<file path="config.mk">
export PLATFORM = sky130hd
export DESIGN_NAME = pipe_add_sub
export DESIGN_NICKNAME = d
export VERILOG_FILES = /design/src/rtl/pipe_add_sub_pkg.sv /design/src/rtl/add_seg.sv /design/src/rtl/pipe_add_sub.sv
export SDC_FILE = /design/constraint.sdc
export NUM_CORES = 1
export LEC_CHECK = 0
export ABC_CLOCK_PERIOD_IN_PS = 2200
export BUFFER_PORTS_ARGS = -buffer_cell sky130_fd_sc_hd__buf_2
export CELL_PAD_IN_SITES_DETAIL_PLACEMENT = 2
export CELL_PAD_IN_SITES_GLOBAL_PLACEMENT = 2
export CORE_MARGIN = 5
export CORE_UTILIZATION = 30
export CTS_CLUSTER_DIAMETER = 80
export DETAILED_ROUTE_END_ITERATION = 10
export GPL_TIMING_DRIVEN = 0
export PLACE_DENSITY = 0.87
export SYNTH_ARGS = -nofsm -noshare
export SYNTH_HDL_FRONTEND = slang
export SYNTH_SLANG_ARGS = --single-unit
</file>
<file path="constraint.sdc">
create_clock -name i_clk -period 2.2 [get_ports i_clk]
set_clock_uncertainty 0.05 [all_clocks]
set_input_delay 0.22 -clock i_clk [delete_from_list [all_inputs] [get_ports i_clk]]
set_output_delay 0.22 -clock i_clk [all_outputs]
set_load 0.02 [all_outputs]
</file>
<file path="src/rtl/pipe_add_sub_pkg.sv">
// Shared constants and helpers for the pipelined adder/subtractor.
package pipe_add_sub_pkg;

  localparam int MAX_STAGES = 8;

  // Width of one carry-chain segment.
  function automatic int seg_width(input int width, input int stages);
    return width / stages;
  endfunction

endpackage

</file>
<file path="src/rtl/add_seg.sv">
// One carry-chain segment: SEG-bit add with carry in and carry out.
module add_seg #(
  parameter int SEG = 16
) (
  input  logic [SEG-1:0] a_i,
  input  logic [SEG-1:0] b_i,
  input  logic           cin_i,
  output logic [SEG-1:0] sum_o,
  output logic           cout_o
);

  assign {cout_o, sum_o} = {1'b0, a_i} + {1'b0, b_i} + {{SEG{1'b0}}, cin_i};

endmodule

</file>
<file path="src/rtl/pipe_add_sub.sv">
// Pipelined two's-complement adder/subtractor. The carry chain is cut into
// STAGES segments, one per register stage, with valid/ready on both sides.
// Operands ride along the pipeline so later segments can finish the add;
// B is stored already inverted in subtract mode.
module pipe_add_sub
  import pipe_add_sub_pkg::*;
#(
  parameter int WIDTH  = 32,
  parameter int STAGES = 2
) (
  input  logic             i_clk,
  input  logic             i_rst_n,
  input  logic             i_valid,
  output logic             o_ready,
  input  logic [WIDTH-1:0] i_a,
  input  logic [WIDTH-1:0] i_b,
  input  logic             i_sub,
  input  logic             i_cin,
  output logic             o_valid,
  input  logic             i_ready,
  output logic [WIDTH-1:0] o_sum,
  output logic             o_cout,
  output logic             o_ovf
);

  localparam int SEG  = seg_width(WIDTH, STAGES);
  localparam int LAST = STAGES - 1;

  if ((STAGES < 1) || (STAGES > MAX_STAGES) || ((WIDTH % STAGES) != 0)) begin : g_bad_param
    $error("pipe_add_sub: WIDTH must be a multiple of STAGES and STAGES in 1..8");
  end

  // Stage registers
  logic [WIDTH-1:0]  a_q [STAGES];
  logic [WIDTH-1:0]  b_q [STAGES];
  logic [WIDTH-1:0]  s_q [STAGES];
  logic [STAGES-1:0] c_q;
  logic [STAGES-1:0] v_q;

  // Inputs feeding each stage (primary inputs for stage 0, previous stage otherwise)
  logic [WIDTH-1:0]  a_src [STAGES];
  logic [WIDTH-1:0]  b_src [STAGES];
  logic [WIDTH-1:0]  s_src [STAGES];
  logic [STAGES-1:0] c_src;
  logic [STAGES-1:0] v_src;

  logic [STAGES-1:0][SEG-1:0] seg_sum;
  logic [STAGES-1:0]          seg_co;
  logic [WIDTH-1:0]           s_d [STAGES];
  logic [STAGES:0]            en;

  // Select what each stage would load: stage 0 from the ports, stage k from stage k-1.
  always_comb begin
    a_src[0] = i_a;
    b_src[0] = i_sub ? ~i_b : i_b;
    s_src[0] = '0;
    c_src[0] = i_sub | i_cin;
    v_src[0] = i_valid;
    for (int k = 1; k < STAGES; k++) begin
      a_src[k] = a_q[k-1];
      b_src[k] = b_q[k-1];
      s_src[k] = s_q[k-1];
      c_src[k] = c_q[k-1];
      v_src[k] = v_q[k-1];
    end
  end

  for (genvar g = 0; g < STAGES; g++) begin : g_seg
    add_seg #(.SEG(SEG)) u_seg (
      .a_i    (a_src[g][g*SEG +: SEG]),
      .b_i    (b_src[g][g*SEG +: SEG]),
      .cin_i  (c_src[g]),
      .sum_o  (seg_sum[g]),
      .cout_o (seg_co[g])
    );
  end

  // Merge the freshly computed segment into the partial sum carried so far.
  always_comb begin
    for (int k = 0; k < STAGES; k++) begin
      s_d[k] = s_src[k];
      s_d[k][k*SEG +: SEG] = seg_sum[k];
    end
  end

  // Advance enables ripple back from the consumer; an empty stage always advances.
  always_comb begin
    en = '0;
    en[STAGES] = i_ready;
    for (int k = STAGES - 1; k >= 0; k--) begin
      en[k] = !v_q[k] | en[k+1];
    end
  end

  // Pipeline registers; a stalled stage holds everything.
  always_ff @(posedge i_clk or negedge i_rst_n) begin
    if (!i_rst_n) begin
      for (int k = 0; k < STAGES; k++) begin
        a_q[k] <= '0;
        b_q[k] <= '0;
        s_q[k] <= '0;
      end
      c_q <= '0;
      v_q <= '0;
    end else begin
      for (int k = 0; k < STAGES; k++) begin
        if (en[k]) begin
          a_q[k] <= a_src[k];
          b_q[k] <= b_src[k];
          s_q[k] <= s_d[k];
          c_q[k] <= seg_co[k];
          v_q[k] <= v_src[k];
        end
      end
    end
  end

  assign o_ready = en[0];
  assign o_valid = v_q[LAST];
  assign o_sum   = s_q[LAST];
  assign o_cout  = c_q[LAST];
  assign o_ovf   = (a_q[LAST][WIDTH-1] == b_q[LAST][WIDTH-1]) &
                   (s_q[LAST][WIDTH-1] != a_q[LAST][WIDTH-1]);

endmodule

</file>
==> impl_metrics.csv <==
group,metric,value,unit
power,total_power,6.24,mW
place,placed_cell_area,5950,µm²
sta,slew_viol_final,0,
yosys,synth_seq_cells,86,
finish,fin_area,6530,µm²
global_route,grt_pass1_wl,30500,µm
place,placedCellCount,904,
global_route,first_global_vias,5712,
job,drv_cap,0,
finish,fin_nets,811,
global_route,antenna_found_initial,1,
drt,via_per_inst,5.19,
drt,dr.pass1.iters,4,
yosys,async_flop_share,100,%
place,place.gp.congestion,0.846,
yosys,synth_cell_types,55,
yosys,synthFlopType,"dfrtp_1",
finish,areaGrowthSynthToFinish,28.7,%
setup_path,crit_arrival,2.68,ns
power,intPower,3.70,mW
worst_hold_path,hp-class,"input pin to register",
yosys,yosysWarnings,0,
sta,hold_slack,0.0204,ns
sta,grt_setup_unrepaired,"true",
power,power.share.clock,24.9,%
yosys,ys_seq_area_share,42.4,%
clock_network,cts_tree,"yes",
setup_path,r2r_slack,-0.28,ns
clock_network,ctsLongestPathBuffers,2,
setup_path,critPathLaunchType,"register",
power,vdd_drop_max,0.369,mV
drt,wl_per_cell,20.6,µm
sta,tightest_slew,0.739,ns
finish,layout.cells.most_common_list,"nand2_1, buf_2, dfrtp_1",
finish,instances_no_fill,932,
sta,setup_viol,10,
drt,initialDrtViolationCount,167,
global_route,grtUsageTotal,19.5,%
finish,n_antenna_cell,0,
sta,fmax,0.403,GHz
global_route,grt_overflow,0,
sta,relSlewSlack,50.7,%
drt,finalWirelength,19200,µm
floorplanning,fp.dieArea,19600,µm²
finish,layout_commonest_cell,"nand2_1",
sta,final-hold-violation-count,0,
floorplanning,start_util,30.6,%
drt,drc,0,
clock_network,numCtsBuffers,9,
sta,fin_crit_sh,113,%
yosys,synthTopCellsByArea,"dfrtp_1, nand2_1, ha_1",
yosys,netlist.top_cell.by_area,"dfrtp_1",
place,post-dp-hpwl,14100,µm
floorplanning,core_area,16600,µm²
power,seqPwrFrac,35.8,%
clock_network,clk_pin_slew_worst_paths,0.07,ns
finish,drive_gt1_share,25.3,%
yosys,synth-edff-count,0,
setup_path,critPathMaxFanout,4,
setup_path,endpoint_kind,"register",
yosys,syn_inst,579,
drt,ant_nets,0,
power,swShare,40.8,%
sta,min_period,2.48,ns
clock_network,htreeDepth,3,
power,p_sw,2.55,mW
setup_path,crit_required,2.39,ns
power,combPwrFrac,39.2,%
place,io_buffers,104,
yosys,syn_area_per_cell,8.76,µm²
place,preCtsSetupSlack,-0.615,ns
outcome,violations,"negative setup slack",
power,power_density,956,nW/µm²
setup_path,critPathKind,"register to register",
global_route,grt_max_degree,64,
clock_network,clock_latency,0.35,ns
power,p_leak,3.17,nW
floorplanning,die_h,140,µm
yosys,syn_area,5070,µm²
yosys,yosysTopAreaCellShare,42.4,%
drt,via_count,4833,
floorplanning,die_w,140,µm
clock_network,clock-sinks,86,
floorplanning,io_pins,106,
sta,tns,-1.57,ns
sta,final.setup.worst_slack,-0.281,ns
outcome,outcome,"finished with violations",
finish,utilization,39.4,%
floorplanning,rows,47,
clock_network,cts_root_buf,"clkbuf_16",
yosys,synth_fp_nets,683,
[logic make-up after synthesis]
logic type | after synthesis | synth area share [%]
and+or+nand+nor | 236 | 20.0
muxes | 2 | 0.419
xor gates and xnor gates | 46 | 7.94
buffers and inverters | 35 | 2.71
adders and majority gates | 34 | 8.98
AOI/OAI and AO/OA | 140 | 17.6
DFF | 86 | 42.4
[flip-flops by register name, indices dropped and copies added, names as in the netlist]
signal,cells
o_sum,32
a_q,17
b_q,17
s_d,16
c_q,2
v_q,2
[final timing paths]
path | start | endpoint | cells after the start
worst max-delay path | c_q[0]$_DFFE_PN0P_ | c_q[1]$_DFFE_PN0P_ | 8
min in group asynchronous | i_rst_n | o_sum[22]$_DFFE_PN0P_ | 2
worst min-delay path | i_a[27] | a_q[59]$_DFFE_PN0P_ | 3
worst min register to register | o_sum[3]$_DFFE_PN0P_ | o_sum[3]$_DFFE_PN0P_ | 2
max in group asynchronous | i_rst_n | b_q[60]$_DFFE_PN0P_ | 3
worst max register to register | c_q[0]$_DFFE_PN0P_ | c_q[1]$_DFFE_PN0P_ | 8
[Yosys cell counts, drive strengths merged (5+ instances only)]
master and n:
nand2 157, ha 30, nor2 26, clkbuf 13, nand3 9, a211oi 8, xor2 24, and3 5
a21o 16, a21oi 35, nor3 10, nand2b 7, buf 11, o21ai 47, inv 11, dfrtp 86
xnor2 22
[cell type report]
cell class | instances | area (µm²)
fill | 1901 | 10100
multi-input combinational | 458 | 2970
sequential | 86 | 2150
timing repair buffer | 119 | 674
tap | 220 | 275
clock buffer | 9 | 225
buffer | 22 | 118
clock inverter | 7 | 76.3
inverter | 11 | 41.3
[routing by layer]
layer | global-route usage [%] | up-vias | part of all wire [%]
met5 | 0 | - | 0.10
met4 | 6.58 | 2 | 2.6
met3 | 3.41 | 35 | 3.6
met2 | 37.2 | 107 | 54
met1 | 21.8 | 2444 | 40
li1 | - | 2245 | -
[power groups by stage]
stage | Clock, mW | Combinational (mW) | Sequential (mW)
after floorplan | 0 | 1.16 | 2.45
after global placement | 0 | 2.06 | 2.23
after detailed placement | 0 | 2.20 | 2.26
after CTS | 1.57 | 2.38 | 2.24
after global routing | 1.66 | 2.66 | 2.28
final | 1.56 | 2.45 | 2.24
[critical path: stages (launching register included)]
cell and delay (ns):
dfrtp_1 0.42, fa_2 0.44, fa_2 0.43, a21oi_4 0.19
o311ai_4 0.15, a211oi_2 0.35, buf_4 0.18, o21ai_2 0.04
o21a_1 0.11
[what timing repair did]
item                                   CTS  global route
hold buffers                             1             0
pin swaps                               18            18
setup buffers                           10             3
setup endpoints to repair               20            22
resized for setup                       25            17
endpoints found under the hold margin   23             0
Note: power is estimated with default switching activity, not from simulation.
